$ cat src/rtl/aes_pkg.sv
`default_nettype none
// aes_pkg: shared GF(2^8) constants, state/FSM types and xtime helper for the (Inv)MixColumns engine.
// Rev 1.0
package aes_pkg;

  localparam logic [7:0] AES_POLY  = 8'h1B;

  localparam logic [7:0] INV_COEF0 = 8'h0E;
  localparam logic [7:0] INV_COEF1 = 8'h0B;
  localparam logic [7:0] INV_COEF2 = 8'h0D;
  localparam logic [7:0] INV_COEF3 = 8'h09;

  localparam logic [7:0] FWD_COEF0 = 8'h02;
  localparam logic [7:0] FWD_COEF1 = 8'h03;
  localparam logic [7:0] FWD_COEF2 = 8'h01;
  localparam logic [7:0] FWD_COEF3 = 8'h01;

  typedef logic [127:0] aes_state_t;

  typedef enum logic [1:0] {
    IDLE = 2'd0,
    BUSY = 2'd1,
    DONE = 2'd2
  } state_t;

  function automatic logic [7:0] xtime(input logic [7:0] b);
    return {b[6:0], 1'b0} ^ (b[7] ? AES_POLY : 8'h00);
  endfunction

  // k is the circulant offset (input byte index minus output row, mod 4)
  function automatic logic [7:0] coef_sel(input int k, input logic fwd);
    logic [7:0] c;
    c = 8'h00;
    case (k)
      0: c = fwd ? FWD_COEF0 : INV_COEF0;
      1: c = fwd ? FWD_COEF1 : INV_COEF1;
      2: c = fwd ? FWD_COEF2 : INV_COEF2;
      3: c = fwd ? FWD_COEF3 : INV_COEF3;
      default: c = 8'h00;
    endcase
    return c;
  endfunction

endpackage
`default_nettype wire

$ cat src/rtl/gf_mul_const.sv
`default_nettype none
// gf_mul_const: combinational byte x coefficient multiply over GF(2^8) for {01,02,03,09,0B,0D,0E}.
// Rev 1.0
module gf_mul_const
  import aes_pkg::*;
(
  input  logic [7:0] b,
  input  logic [7:0] coef,
  output logic [7:0] p
);

  logic [7:0] x2, x4, x8;

  assign x2 = xtime(b);
  assign x4 = xtime(x2);
  assign x8 = xtime(x4);

  always_comb begin
    p = 8'h00;
    case (coef)
      8'h01:   p = b;
      8'h02:   p = x2;
      8'h03:   p = x2 ^ b;
      8'h09:   p = x8 ^ b;
      8'h0B:   p = x8 ^ x2 ^ b;
      8'h0D:   p = x8 ^ x4 ^ b;
      8'h0E:   p = x8 ^ x4 ^ x2;
      default: p = 8'h00;
    endcase
  end

endmodule
`default_nettype wire

$ cat src/rtl/inv_mix_columns_seq.sv
`default_nettype none
// inv_mix_columns_seq: iterative AES InvMixColumns, one column per cycle, valid/ready in and out.
// Define INV_MIX_FORWARD_EN to add a mode port selecting forward MixColumns. Rev 1.0
module inv_mix_columns_seq
  import aes_pkg::*;
(
  input  logic         clk,
  input  logic         rst_n,
  input  logic         in_valid,
  output logic         in_ready,
  input  logic [127:0] in_data,
`ifdef INV_MIX_FORWARD_EN
  input  logic         mode,
`endif
  output logic         out_valid,
  input  logic         out_ready,
  output logic [127:0] out_data
);

  state_t     state, state_nxt;
  logic [1:0] col_cnt;
  aes_state_t work;
  logic       fwd;
  logic [31:0] col_in, col_out;
  logic [7:0] prod [4][4];

`ifdef INV_MIX_FORWARD_EN
  logic mode_q;
  always_ff @(posedge clk or negedge rst_n) begin
    if (!rst_n)                   mode_q <= 1'b0;
    else if (in_valid && in_ready) mode_q <= mode;
  end
  assign fwd = mode_q;
`else
  assign fwd = 1'b0;
`endif

  always_comb begin
    col_in = 32'h0;
    case (col_cnt)
      2'd0: col_in = work[127:96];
      2'd1: col_in = work[95:64];
      2'd2: col_in = work[63:32];
      2'd3: col_in = work[31:0];
      default: col_in = 32'h0;
    endcase
  end

  // Circulant matrix: output row r takes input byte j with coefficient index (j - r) mod 4
  for (genvar r = 0; r < 4; r++) begin : g_row
    for (genvar j = 0; j < 4; j++) begin : g_term
      gf_mul_const u_mul (
        .b    (col_in[31-8*j -: 8]),
        .coef (coef_sel((j - r + 4) % 4, fwd)),
        .p    (prod[r][j])
      );
    end
    assign col_out[31-8*r -: 8] = prod[r][0] ^ prod[r][1] ^ prod[r][2] ^ prod[r][3];
  end

  always_comb begin
    state_nxt = state;
    case (state)
      IDLE:    if (in_valid)                 state_nxt = BUSY;
      BUSY:    if (col_cnt == 2'd3)          state_nxt = DONE;
      DONE:    if (out_ready)                state_nxt = IDLE;
      default:                               state_nxt = IDLE;
    endcase
  end

  always_ff @(posedge clk or negedge rst_n) begin
    if (!rst_n) begin
      state   <= IDLE;
      col_cnt <= 2'd0;
      work    <= '0;
    end else begin
      state <= state_nxt;
      if (state == IDLE && in_valid) begin
        work    <= in_data;
        col_cnt <= 2'd0;
      end else if (state == BUSY) begin
        case (col_cnt)
          2'd0: work[127:96] <= col_out;
          2'd1: work[95:64]  <= col_out;
          2'd2: work[63:32]  <= col_out;
          2'd3: work[31:0]   <= col_out;
          default: ;
        endcase
        col_cnt <= col_cnt + 2'd1;
      end
    end
  end

  assign in_ready  = (state == IDLE);
  assign out_valid = (state == DONE);
  assign out_data  = work;

endmodule
`default_nettype wire

$ cat config.mk
export PLATFORM = sky130hd
export DESIGN_NAME = inv_mix_columns_seq
export DESIGN_NICKNAME = d
export VERILOG_FILES = /design/src/rtl/aes_pkg.sv /design/src/rtl/gf_mul_const.sv /design/src/rtl/inv_mix_columns_seq.sv
export SDC_FILE = /design/constraint.sdc
export NUM_CORES = 1
export LEC_CHECK = 0
export ABC_CLOCK_PERIOD_IN_PS = 4600
export BUFFER_PORTS_ARGS = -buffer_cell sky130_fd_sc_hd__buf_2
export CAP_MARGIN = 5
export CORE_ASPECT_RATIO = 1.75
export CORE_UTILIZATION = 44
export DETAILED_ROUTE_END_ITERATION = 10
export PLACE_DENSITY = 0.69
export SLEW_MARGIN = 0
export SYNTH_ARGS = -nofsm -noshare
export SYNTH_HDL_FRONTEND = slang
export SYNTH_SLANG_ARGS = --single-unit
$ cat constraint.sdc
create_clock -name clk -period 4.6 [get_ports clk]
set_input_delay 0 -clock clk [delete_from_list [all_inputs] [get_ports clk]]
set_output_delay 0 -clock clk [all_outputs]
set_load 0.02 [all_outputs]
==> results.cfg <==
[grt]
overflow = 0
grt_pass1_wl_um = 59900
grt_usage = 0.364
grt_max_degree = 54
antenna_found_initial = 0
grt_pass1_vias = 10400

[clocking]
root_buffer = clkbuf_16
cts-resized-gates = 0
cts_tree = built
path_clk_slew_ns = 0.06
cts_buffers = 17
cts_setup_buffers = 0
clock-sinks = 132
clock_path_buffers = 2
clk_latency_ns = 0.44
htree_levels = 4

[routing]
ant_nets = 0
route.detailed.drc = 0
num_vias = 10200
avgViaCountPerCell = 6.00
routedWlPerCell_um = 23.5
detail_route.iter0.violations = 996
wl_um = 40100
dr.pass1.iters = 9

[floorplanning]
core-area_um2 = 21000
rows = 70
die-area_um2 = 22200
fp.dieW_um = 113
die-height_um = 197
start_util = 0.453
io_pins = 262

[place]
dp_slack_ns = 0.381
io_buffers = 261
routabilityCongestion = 0.988
dp_hpwl_um = 29100

[critical_path]
cpPeakStageDelay_ns = 0.76
crit_chain = inv_1 -> ha_1 -> buf_4 -> a222oi_1 -> buf_4 -> xor2_1 -> a21oi_1 -> xnor3_1 -> xnor2_1 -> xnor2_1 -> o21ai_0
cp_max_fo = 19
path_class = register to register
cp_data_arrival_time_ns = 4.72
startpoint_type = register
cpMaxStageDelayCell = a21oi_1
end_kind = register
worst-endpoint-required_ns = 4.86

[timing]
timing.slew.headroom = 0.275
fin_worst_skew_ns = 0.0142
min_period_ns = 4.46
drv_slew = 0
finalSetupViolations = 0
worst_pin_slew_ns = 1.08
rsz0062_at_grt = no
setup_ws_ns = 0.138
finalCritPeriodShare = 0.970
tns_ns = 0
hold_viol = 0
max_freq_ghz = 0.224

[synth]
synthFlopType = dfrtp_1
syn_area_per_cell_um2 = 8.94
yosysSeqAreaShare = 0.347
yosys_warnings = 0
synth_seq_cells = 132
syn_area_um2 = 9520
synth_edf_count = 0
synthesis.nets = 1202
syn_inst = 1065
synth-async-reset-ratio = 1.00
synth_cell_type_count = 32

[run]
drv_cap = 0

[cells_and_area]
nNetsFinal = 1579
n_antenna_cell = 0
drive_above_1_share = 0.248
area_growth_pct = 38.4
utilization = 0.627

[status]
status = finished clean

[worst_hold_path]
hp-class = input pin to asynchronous set/reset pin
logic make-up (layout without fill, tap and decap cells):
kind of cell | after synthesis | count (layout) | synth area share
DFF | 132 | 132 | 0.347
adders and majority gates | 5 | 5 | 0.00657
buffers and inverters | 98 | 488 | 0.0404
and+or+nand+nor | 239 | 239 | 0.0966
xor gates and xnor gates | 276 | 276 | 0.279
AOI/OAI and AO/OA | 298 | 298 | 0.209
muxes | 17 | 17 | 0.0213
cell usage after synthesis (9+ instances only):
library cell  number  area [um2]
xnor2_1          178        1560
nand2_1          149         559
dfrtp_1          132        3300
a22oi_1           92         691
nor2_1            81         304
xor2_1            81         709
clkbuf_1          79         297
o21ai_0           64         320
a21oi_1           51         255
a222oi_1          32         320
a21o_1            16         120
a31oi_1           16         100
xnor3_1           15         338
a211oi_1          12        90.1
mux2i_1           11         110
o21ai_1            9        45.0
repair_timing:
item,CTS,global route
hold buffers,131,0
setup endpoints to repair,0,0
endpoints found under the hold margin,180,0
final timing paths:
| path | startpoint | end | slack, ns | cells past startpoint |
|---|---|---|---|---|
| setup / recovery | col_cnt[0]$_DFFE_PN0P_ | out_data[77]$_DFFE_PN0P_ | 0.14 | 11 |
| hold / removal | rst_n | out_data[109]$_DFFE_PN0P_ | 0.16 | 2 |
| setup reg to reg | col_cnt[0]$_DFFE_PN0P_ | out_data[77]$_DFFE_PN0P_ | 0.14 | 11 |
| hold reg to reg | state[0]$_DFFE_PN0P_ | state[0]$_DFFE_PN0P_ | 0.52 | 1 |
| max in group asynchronous | rst_n | out_data[90]$_DFFE_PN0P_ | 3.27 | 3 |
| min in group clk | out_ready | state[1]$_DFFE_PN0P_ | 0.27 | 3 |
routing by layer:
layer | track usage | share of wire | vias up
li1 | - | - | 4453
met1 | 0.394 | 0.35 | 4930
met2 | 0.631 | 0.51 | 622
met3 | 0.0538 | 0.061 | 241
met4 | 0.285 | 0.081 | 0
met5 | 0 | 0 | -
placed cells by master (no fill, tap or decap), types with 3 or more instances in the layout:
cell,n
a31oi_1,16
xnor2_1,178
o21ai_1,9
buf_4,60
nor2b_1,3
a22o_1,5
inv_1,4
xor2_1,81
xnor3_1,15
nor2_2,3
clkbuf_16,17
o21ai_0,64
buf_2,260
a22oi_1,92
nor2_1,78
a21o_1,16
a222oi_1,32
bufinv_16,4
dfrtp_1,132
ha_1,5
a21oi_1,51
mux2_2,3
nand2_1,149
dlygate4sd3_1,131
and2_0,3
mux2i_1,11
a211oi_1,12
stage by stage:
stage	instances	hold WS, ns	cell area, um2
floorplan	1065	-0.296	9520
global route	1707	0.214	13200
finish	1707	0.158	13200
global placement	1544	0.0567	11200
CTS	1707	0.143	13200
detailed placement	1544	0.0667	11200
layout make-up:
type	instances	area, um2
clock buffer	21	460
clock inverter	11	173
fill	1774	7850
inverter	5	18.8
multi-input combinational	835	5840
sequential	132	3300
tap	252	315
timing repair buffer	451	3060
registers in the layout, indices dropped and copies added (netlist names):
signal and flops:
col_cnt 2, out_data 128, state 2
worst max-delay path, delay by kind of cell, from the launching register on:
family	cells	cell delay (ns)
xor gates and xnor gates	4	1.45
AOI/OAI and AO/OA	3	1.13
buffers and inverters	3	0.68
adders and majority gates	1	0.57
DFF	1	0.42
Power is not shown: default switching activity piles up to over one toggle a cycle in this logic, so the estimate is an artifact.
